$ cat src/rtl/mandel_pixel_engine.sv
// mandel_pixel_engine
//   Per-pixel Mandelbrot iteration engine. It maps the raster counter's pixel
//   index to a complex point c and iterates z <- z^2 + c at one iteration per
//   clock. It stops when |z| > 2 or when MAX_ITER is reached. Each result goes
//   out over a valid/ready handshake. After the result is accepted, the engine
//   pulses pix_adv to step the counter, then waits out the counter's 2-cycle
//   update latency before loading the next pixel.
//
//   All z and c values are signed Q4.FRAC, 16 bits wide.
//
// Ports
//   clk, rst     clock; synchronous active-high reset
//   start        one-cycle pulse in IDLE that begins a frame
//   pix_idx      current pixel index from the raster counter
//   pix_adv      one-cycle pulse, drives the counter's enable
//   out_valid    result valid
//   out_ready    consumer accepts the result
//   out_idx      pixel index of the result
//   out_iter     iteration count at escape, or MAX_ITER
//   out_inset    1 = did not escape within MAX_ITER
//   busy         high in every state except IDLE
//   frame_done   one-cycle pulse after pixel 0x7FFF is accepted
//   frame_iters  (MANDEL_PERF_EN only) saturating sum of accepted out_iter
//
// Build option
//   MANDEL_PERF_EN : adds the frame_iters performance counter port.

module mandel_pixel_engine #(
  parameter int IMG_W_LOG2 = 8,
  parameter int IMG_H_LOG2 = 7,
  parameter int FRAC       = 12,
  parameter int RE_MIN     = -8192,
  parameter int IM_MAX     = 4096,
  parameter int STEP       = 64,
  parameter int MAX_ITER   = 255,
  parameter int ITER_W     = 8
) (
  input  logic              clk,
  input  logic              rst,
  input  logic              start,
  input  logic [14:0]       pix_idx,
  output logic              pix_adv,
  output logic              out_valid,
  input  logic              out_ready,
  output logic [14:0]       out_idx,
  output logic [ITER_W-1:0] out_iter,
  output logic              out_inset,
  output logic              busy,
  output logic              frame_done
`ifdef MANDEL_PERF_EN
  ,
  output logic [31:0]       frame_iters
`endif
);

  typedef enum logic [2:0] {IDLE, LOAD, ITER, DONE, ADV, SETTLE} state_t;

  // Escape threshold 4.0 expressed in Q8.2FRAC.
  localparam logic signed [32:0] ESC = 33'sd1 <<< (2 * FRAC + 2);

  state_t             state;
  logic        [14:0] idx;
  logic signed [15:0] zr, zi, c_re, c_im;
  logic [ITER_W-1:0]  iter;
  logic               settle_cnt;

  logic        [15:0] x_ext, y_ext;
  logic signed [31:0] rr, ii, ri;
  logic signed [32:0] mag2;
  logic               escape;

  always_comb begin
    x_ext  = 16'(pix_idx[IMG_W_LOG2-1:0]);
    y_ext  = 16'(pix_idx[IMG_W_LOG2+IMG_H_LOG2-1:IMG_W_LOG2]);
    rr     = zr * zr;
    ii     = zi * zi;
    ri     = zr * zi;
    mag2   = {rr[31], rr} + {ii[31], ii};
    escape = (mag2 > ESC);
  end

  always_ff @(posedge clk) begin
    if (rst) begin
      state      <= IDLE;
      idx        <= '0;
      zr         <= '0;
      zi         <= '0;
      c_re       <= '0;
      c_im       <= '0;
      iter       <= '0;
      settle_cnt <= 1'b0;
      pix_adv    <= 1'b0;
      out_valid  <= 1'b0;
      out_idx    <= '0;
      out_iter   <= '0;
      out_inset  <= 1'b0;
      busy       <= 1'b0;
      frame_done <= 1'b0;
    end else begin
      pix_adv    <= 1'b0;
      frame_done <= 1'b0;
      case (state)
        IDLE: begin
          if (start) begin
            state <= LOAD;
            busy  <= 1'b1;
          end
        end
        LOAD: begin
          idx   <= pix_idx;
          c_re  <= 16'(RE_MIN) + x_ext * 16'(STEP);
          c_im  <= 16'(IM_MAX) - y_ext * 16'(STEP);
          zr    <= '0;
          zi    <= '0;
          iter  <= '0;
          state <= ITER;
        end
        ITER: begin
          if (escape || (iter == ITER_W'(MAX_ITER))) begin
            state     <= DONE;
            out_valid <= 1'b1;
            out_idx   <= idx;
            out_iter  <= iter;
            out_inset <= ~escape;
          end else begin
            // Shifted products are truncated to 16 bits before adding c;
            // the sum wraps modulo 2^16 either way.
            zr   <= 16'((rr - ii) >>> FRAC) + c_re;
            zi   <= 16'((ri <<< 1) >>> FRAC) + c_im;
            iter <= iter + ITER_W'(1);
          end
        end
        DONE: begin
          if (out_ready) begin
            out_valid <= 1'b0;
            if (idx == 15'h7FFF) begin
              state      <= IDLE;
              busy       <= 1'b0;
              frame_done <= 1'b1;
            end else begin
              state   <= ADV;
              pix_adv <= 1'b1;
            end
          end
        end
        ADV: begin
          settle_cnt <= 1'b0;
          state      <= SETTLE;
        end
        SETTLE: begin
          if (settle_cnt) state <= LOAD;
          settle_cnt <= 1'b1;
        end
        default: state <= IDLE;
      endcase
    end
  end

`ifdef MANDEL_PERF_EN
  logic [32:0] iter_sum;

  always_comb iter_sum = {1'b0, frame_iters} + 33'(out_iter);

  always_ff @(posedge clk) begin
    if (rst) begin
      frame_iters <= '0;
    end else if (state == IDLE && start) begin
      frame_iters <= '0;
    end else if (state == DONE && out_ready) begin
      frame_iters <= iter_sum[32] ? '1 : iter_sum[31:0];
    end
  end
`endif

endmodule
$ cat config.mk
export PLATFORM = sky130hd
export DESIGN_NAME = mandel_pixel_engine
export DESIGN_NICKNAME = d
export VERILOG_FILES = /design/src/rtl/mandel_pixel_engine.sv
export SDC_FILE = /design/constraint.sdc
export NUM_CORES = 2
export LEC_CHECK = 0
export ABC_CLOCK_PERIOD_IN_PS = 12490
export BUFFER_PORTS_ARGS = -buffer_cell sky130_fd_sc_hd__buf_2
export CORE_UTILIZATION = 55
export DETAILED_ROUTE_END_ITERATION = 6
export GPL_ROUTABILITY_DRIVEN = 0
export PLACE_DENSITY = 0.75
export SYNTH_ARGS = -nofsm -noshare
export SYNTH_HDL_FRONTEND = slang
export SYNTH_SLANG_ARGS = --single-unit
$ cat constraint.sdc
create_clock -name clk -period 12.49 [get_ports clk]
set_input_delay 3.1225 -clock clk [delete_from_list [all_inputs] [get_ports clk]]
set_output_delay 3.1225 -clock clk [all_outputs]
set_load 0.05 [all_outputs]
-- After elaboration in Yosys (flattened, before gate mapping)
Index checks and enable logic that the tools add are counted.
W data, S select, Z words.
- multiply operators: 3
- reduce and logical (&&, ||, !) cells: 12
- magnitude comparators: 1
- bitwise logic cells: 3
- muxes and demuxes: 22
- $add $sub $neg: 7
- equal/unequal tests: 13
- operators by type and width (kind ; number):
    $mul A16 B16 Y32 ; 2
    $pmux W16 S2 ; 2
    $add A32 B32 Y33 ; 1
    $gt A33 B28 Y1 const B ; 1
    $add A16 B16 Y16 ; 2
    $mux W16 ; 2
    $sub A28 B28 Y28 ; 1
    $mul A16 B16 Y27 ; 1
    $pmux W3 S6 ; 1
    $add A14 B15 Y16 const A ; 1
    $pmux W8 S2 ; 1
    $eq A15 B15 Y1 const B ; 1
    $mux W3 ; 5
    $sub A13 B13 Y14 const A ; 1
    $ne A2 B2 Y1 const B ; 6
    $add A8 B1 Y8 const B ; 1
    $eq A8 B8 Y1 const B ; 1
    $mux W8 ; 1
    $reduce_and A4 Y1 ; 2
    $reduce_bool A2 Y1 ; 4
    $mux W1 ; 7
    $eq A3 B2 Y1 const B ; 2
    $eq A3 B3 Y1 const B ; 2
    $pmux W1 S2 ; 3
    7 further kinds ; 10
- flip-flop bits (word level): 119
- output and inout port bits: 28

-- Logic depth before layout (Yosys ltp)
- depth in word-level cells: 6
- mapped depth: 45

-- Least setup slack after synthesis
Ideal clock, no wire load.
- kind: reg-to-reg
- start: register zi[10]
- end: register zi[9]
- data arrival time: 8761 ps
- path slack: 3613 ps
- path buffers: 5
- period minus slack after synthesis: 8877 ps
- cell stages (with the launch flop): 38
- cells stage by stage: dfxtp_1 > clkbuf_1 > clkbuf_1 > nand2_1 > fa_1 > fa_1 > fa_1 > inv_1 > fa_1 > fa_1 > inv_1 > fa_1 > inv_1 > ha_1 > a21o_1 > or4_1 > o21ai_1 > o2111ai_1 > [2 not listed] > o21bai_1 > a211oi_1 > nor2b_1 > xnor2_1 > ha_1 > clkbuf_1 > a21oi_1 > nor2_1 > a21oi_1 > o311ai_0 > a211oi_1 > nor3_1 > a32oi_1 > o21a_1 > buf_2 > buf_2 > nor4_1 > a41o_1
- cells in the longest elaborated chain, start to end: 6
- elaborated cells on any way between the ends: 10
- classes of those cells: add/sub (2); mul (2); order compare (1); eq/ne (1); mux (2); reduce/logical (2)
- RTL lines (what ; line ; text):
    from (decl) ; 63 ; logic signed [15:0] zr, zi, c_re, c_im;
    from (signal assigned) ; 129 ; zi <= 16'((ri <<< 1) >>> FRAC) + c_im;
    $mul A16 B16 Y32 ; 76 ; ii = zi * zi;
    $add A32 B32 Y33 ; 78 ; mag2 = {rr[31], rr} + {ii[31], ii};
    $gt A33 B28 Y1 ; 79 ; escape = (mag2 > ESC);
    $logic_or A1 B1 Y1 ; 119 ; if (escape || (iter == ITER_W'(MAX_ITER))) begin
    $ne A2 B2 Y1 (no line) ; n/a ;
    $reduce_and A2 Y1 (no line) ; n/a ;
Parallel ways exist; a longest one is shown, timed or not. The select of a mux whose other input is x is not followed.
A chain may end at the register's enable or synchronous reset.

-- Worst setup path in the final report
- start: register zr[7]
- end: register out_iter[6]
- cells in the longest elaborated chain, start to end: 5
- RTL lines (what ; line ; text):
    from (decl) ; 63 ;
    from (signal assigned) ; 128 ; zr <= 16'((rr - ii) >>> FRAC) + c_re;
    $mul A16 B16 Y32 ; 75 ; rr = zr * zr;
    $add A32 B32 Y33 ; 78 ;
    $gt A33 B28 Y1 ; 79 ;
    $logic_or A1 B1 Y1 ; 119 ;
    $reduce_and A2 Y1 (no line) ; n/a ;
    to (signal assigned) ; 123 ; out_iter <= iter;
    to (decl) ; 46 ; output logic [ITER_W-1:0] out_iter,
No other way between the ends.

==> impl_metrics.ini <==
[critical_path]
crit_slowest_cell = dfxtp_1
r2r_end = out_iter[6]
critPathArrivalTime_ps = 11080
reg2reg_from = zr[7]
worst_setup_path_start_kind = register
end_kind = register
path_class = reg -> reg
crit_fanout = 44
worstPathRequired_ps = 12740
critPathMaxStageDelay_ps = 1220
reg2reg_setup_slack_ps = 1660
reg2regPathDepth = 36

[routing]
viasPerCell = 5.562
first_iter_violations = 1840
post_drt_wl_per_cell_um = 18.45
wl_um = 83820
vias = 25270
dr.pass1.iters = 5
ant_nets = 0
drc_errors = 0

[floorplanning]
coreArea_um2 = 59460
chipHeight_um = 248.4
rows = 89
die-area_um2 = 61680
start_util = 0.5613
die_width_um = 248.4
ios = 47

[cts]
cts_made_buffers = 9
cts_setup_buffers = 0
ctsHoldBuffers = 0
cts_resized = 0
h-tree-depth = 3
cts_root_buffer = clkbuf_16
clockBufferDepth = 2
cts.sinks = 95
clkSlewWorstSetupHoldPaths_ps = 80
clk-insertion-delay-late_ps = 350
cts_tree = done

[sta]
hold_violations = 0
finalMaxSlewViolations = 0
setup_tns_ps = 0
max_freq_mhz = 92.34
relSlewSlack = 0.1127
clock_skew_ps = 9.619
timing.final.crit_share = 0.8670
worst_slack_ps = 1661
tightest_slew_ps = 1329
grt_setup_unrepaired = false
period_needed_ps = 10830
setup_viol = 0

[synth]
synth_nets = 4857
synth_edf_count = 0
synth-seq-cells = 95
synth_warnings = 0
synth_area_per_cell_um2 = 8.752
yosysUniqueCellTypes = 87
mappedNetlistArea_um2 = 33380
syn_inst = 3814
seq_area_frac_synth = 0.05698
ys_async_sr_fraction = 0
ys.flop_type = dfxtp_1

[global_routing]
antenna_found_initial = 1
grt_max_degree = 81
grt-ovfl-total = 0
grt_use_total = 0.2847
grt_pass1_vias = 25650
grt_pass1_wl_um = 136200

[cells_and_area]
drive_above_1_share = 0.04695
n_antenna_cell = 0
nets = 4808
areaGrowthSynthToFinish_pct = 3.887

[min_path]
hold_start = c_im[10]
min_path_cells = 2
hp-class = reg -> reg
min_to = c_im[10]

[run_status]
status = completed

[pwr]
p_per_area_nw_per_um2 = 83.80
p_leak_nw = 17.46
ir_drop_uv = 193.1

[placed_design]
dp_slack_ps = 1959
place.port_buffers = 46
hpwlAfterDp_um = 67520

[job]
drv_cap = 0
==> Yosys cell counts, drive strengths merged, types with 14 or more instances <==
cell type  instances  area (um2)
nor2             201       759.5
o21a              20       150.1
a21o              35       262.8
nor2b             22       137.6
o31ai             14       105.1
o21ai             65       329.1
and2             138       865.8
nand2b            31       193.9
nand4             27       175.2
xnor2            131        1147
inv              974        3656
nand3             27       140.1
a211oi            18       140.1
dfxtp             95        1902
ha               329        4116
o21bai            16       120.1
fa               695       13910
nand2            373        1400
a21oi            123       619.4
and3              18       112.6
buf               38       175.2
a31o              29       254.0
nor3              36       180.2
clkbuf           122       457.9
o41ai             14       122.6
o211a             24       240.2
o211ai            15       122.6
xor2              33       289.0
==> kinds of logic (layout without fill, tap and decap cells) <==
| family | count (synthesis) | count (layout) | synth area share |
|---|---|---|---|
| adder cells (fa/ha/maj) | 1024 | 1024 | 0.5402 |
| AND/OR/NAND/NOR | 924 | 924 | 0.1295 |
| XOR/XNOR | 164 | 164 | 0.04303 |
| flip-flops | 95 | 95 | 0.05698 |
| AO/OA/AOI/OAI | 457 | 457 | 0.09810 |
| multiplexers | 10 | 10 | 0.003074 |
| buffers and inverters | 1140 | 1096 | 0.1292 |
==> layer usage <==
| layer | share of wire | wire (um) | GRT usage |
|---|---|---|---|
| met5 | 0.000095 | 8 | 0 |
| met4 | 0.039 | 3281 | 0.09290 |
| met3 | 0.093 | 7835 | 0.05365 |
| met2 | 0.46 | 38510 | 0.4556 |
| met1 | 0.41 | 34190 | 0.3897 |
==> critical path, delay by kind of cell, from the launching register on <==
kind / cells / cell delay, ps
adder cells (fa/ha/maj): 8 / 3630
AND/OR/NAND/NOR: 6 / 860
AO/OA/AOI/OAI: 11 / 3270
XOR/XNOR: 1 / 120
flip-flops: 1 / 1220
buffers and inverters: 10 / 1590
==> power breakdown <==
part	leakage, nW	switching (W)	internal (W)
Sequential	0.769	0.000115	0.000344
Combinational	16.5	0.00140	0.000754
Clock	0.155	0.000147	0.000146
==> per-stage QoR <==
stage	power [W]	cells	area (um2)	util	hold WS, ps
final	0.002906	4543	34680	0.5831	468.2
after global placement	0.002521	4527	34360	0.5778	456.2
after floorplan	0.001956	3814	33380	-	436.2
after CTS	0.002858	4543	34680	0.5831	468.1
after global routing	0.003103	4543	34680	0.5831	481.8
after detailed placement	0.002554	4527	34360	0.5778	455.0
==> worst max path at each step <==
stage,cells past startpoint,endpoint,start
2_1_floorplan,37,zi[9],zi[10]
3_3_place_gp,35,out_iter[6],zr[7]
3_5_place_dp,36,out_iter[6],zr[7]
4_1_cts,36,out_iter[6],zr[7]
5_1_grt,36,out_iter[6],zr[7]
6_report,36,out_iter[6],zr[7]
==> state kept, by name, indices dropped and copies added (netlist names), 3 cells and up <==
signal,flops
zi,16
out_iter,8
idx,15
iter,8
out_idx,15
zr,16
state,3
c_im,7
==> cell type report <==
class | instances | area, um2
Timing Repair Buffer | 100 | 635.6
Multi-Input combinational cell | 2579 | 27170
Fill cell | 5295 | 24790
Clock buffer | 9 | 225.2
Sequential cell | 95 | 1903
Clock inverter | 7 | 91.34
Tap cell | 773 | 967.2
Inverter | 980 | 3679
==> placed cells by master (no fill, tap or decap), types with 31 or more instances in the layout <==
cell type and instances:
inv_1 972, fa_1 695, nand2_1 373, ha_1 329, nor2_1 198, and2_1 137, xnor2_1 131, a21oi_1 122
dfxtp_1 94, o21ai_0 58, buf_4 54, buf_2 46, nor3_1 36, a21o_1 35, xor2_1 33, nand2b_1 31
Power figures use the tool's default switching activity.
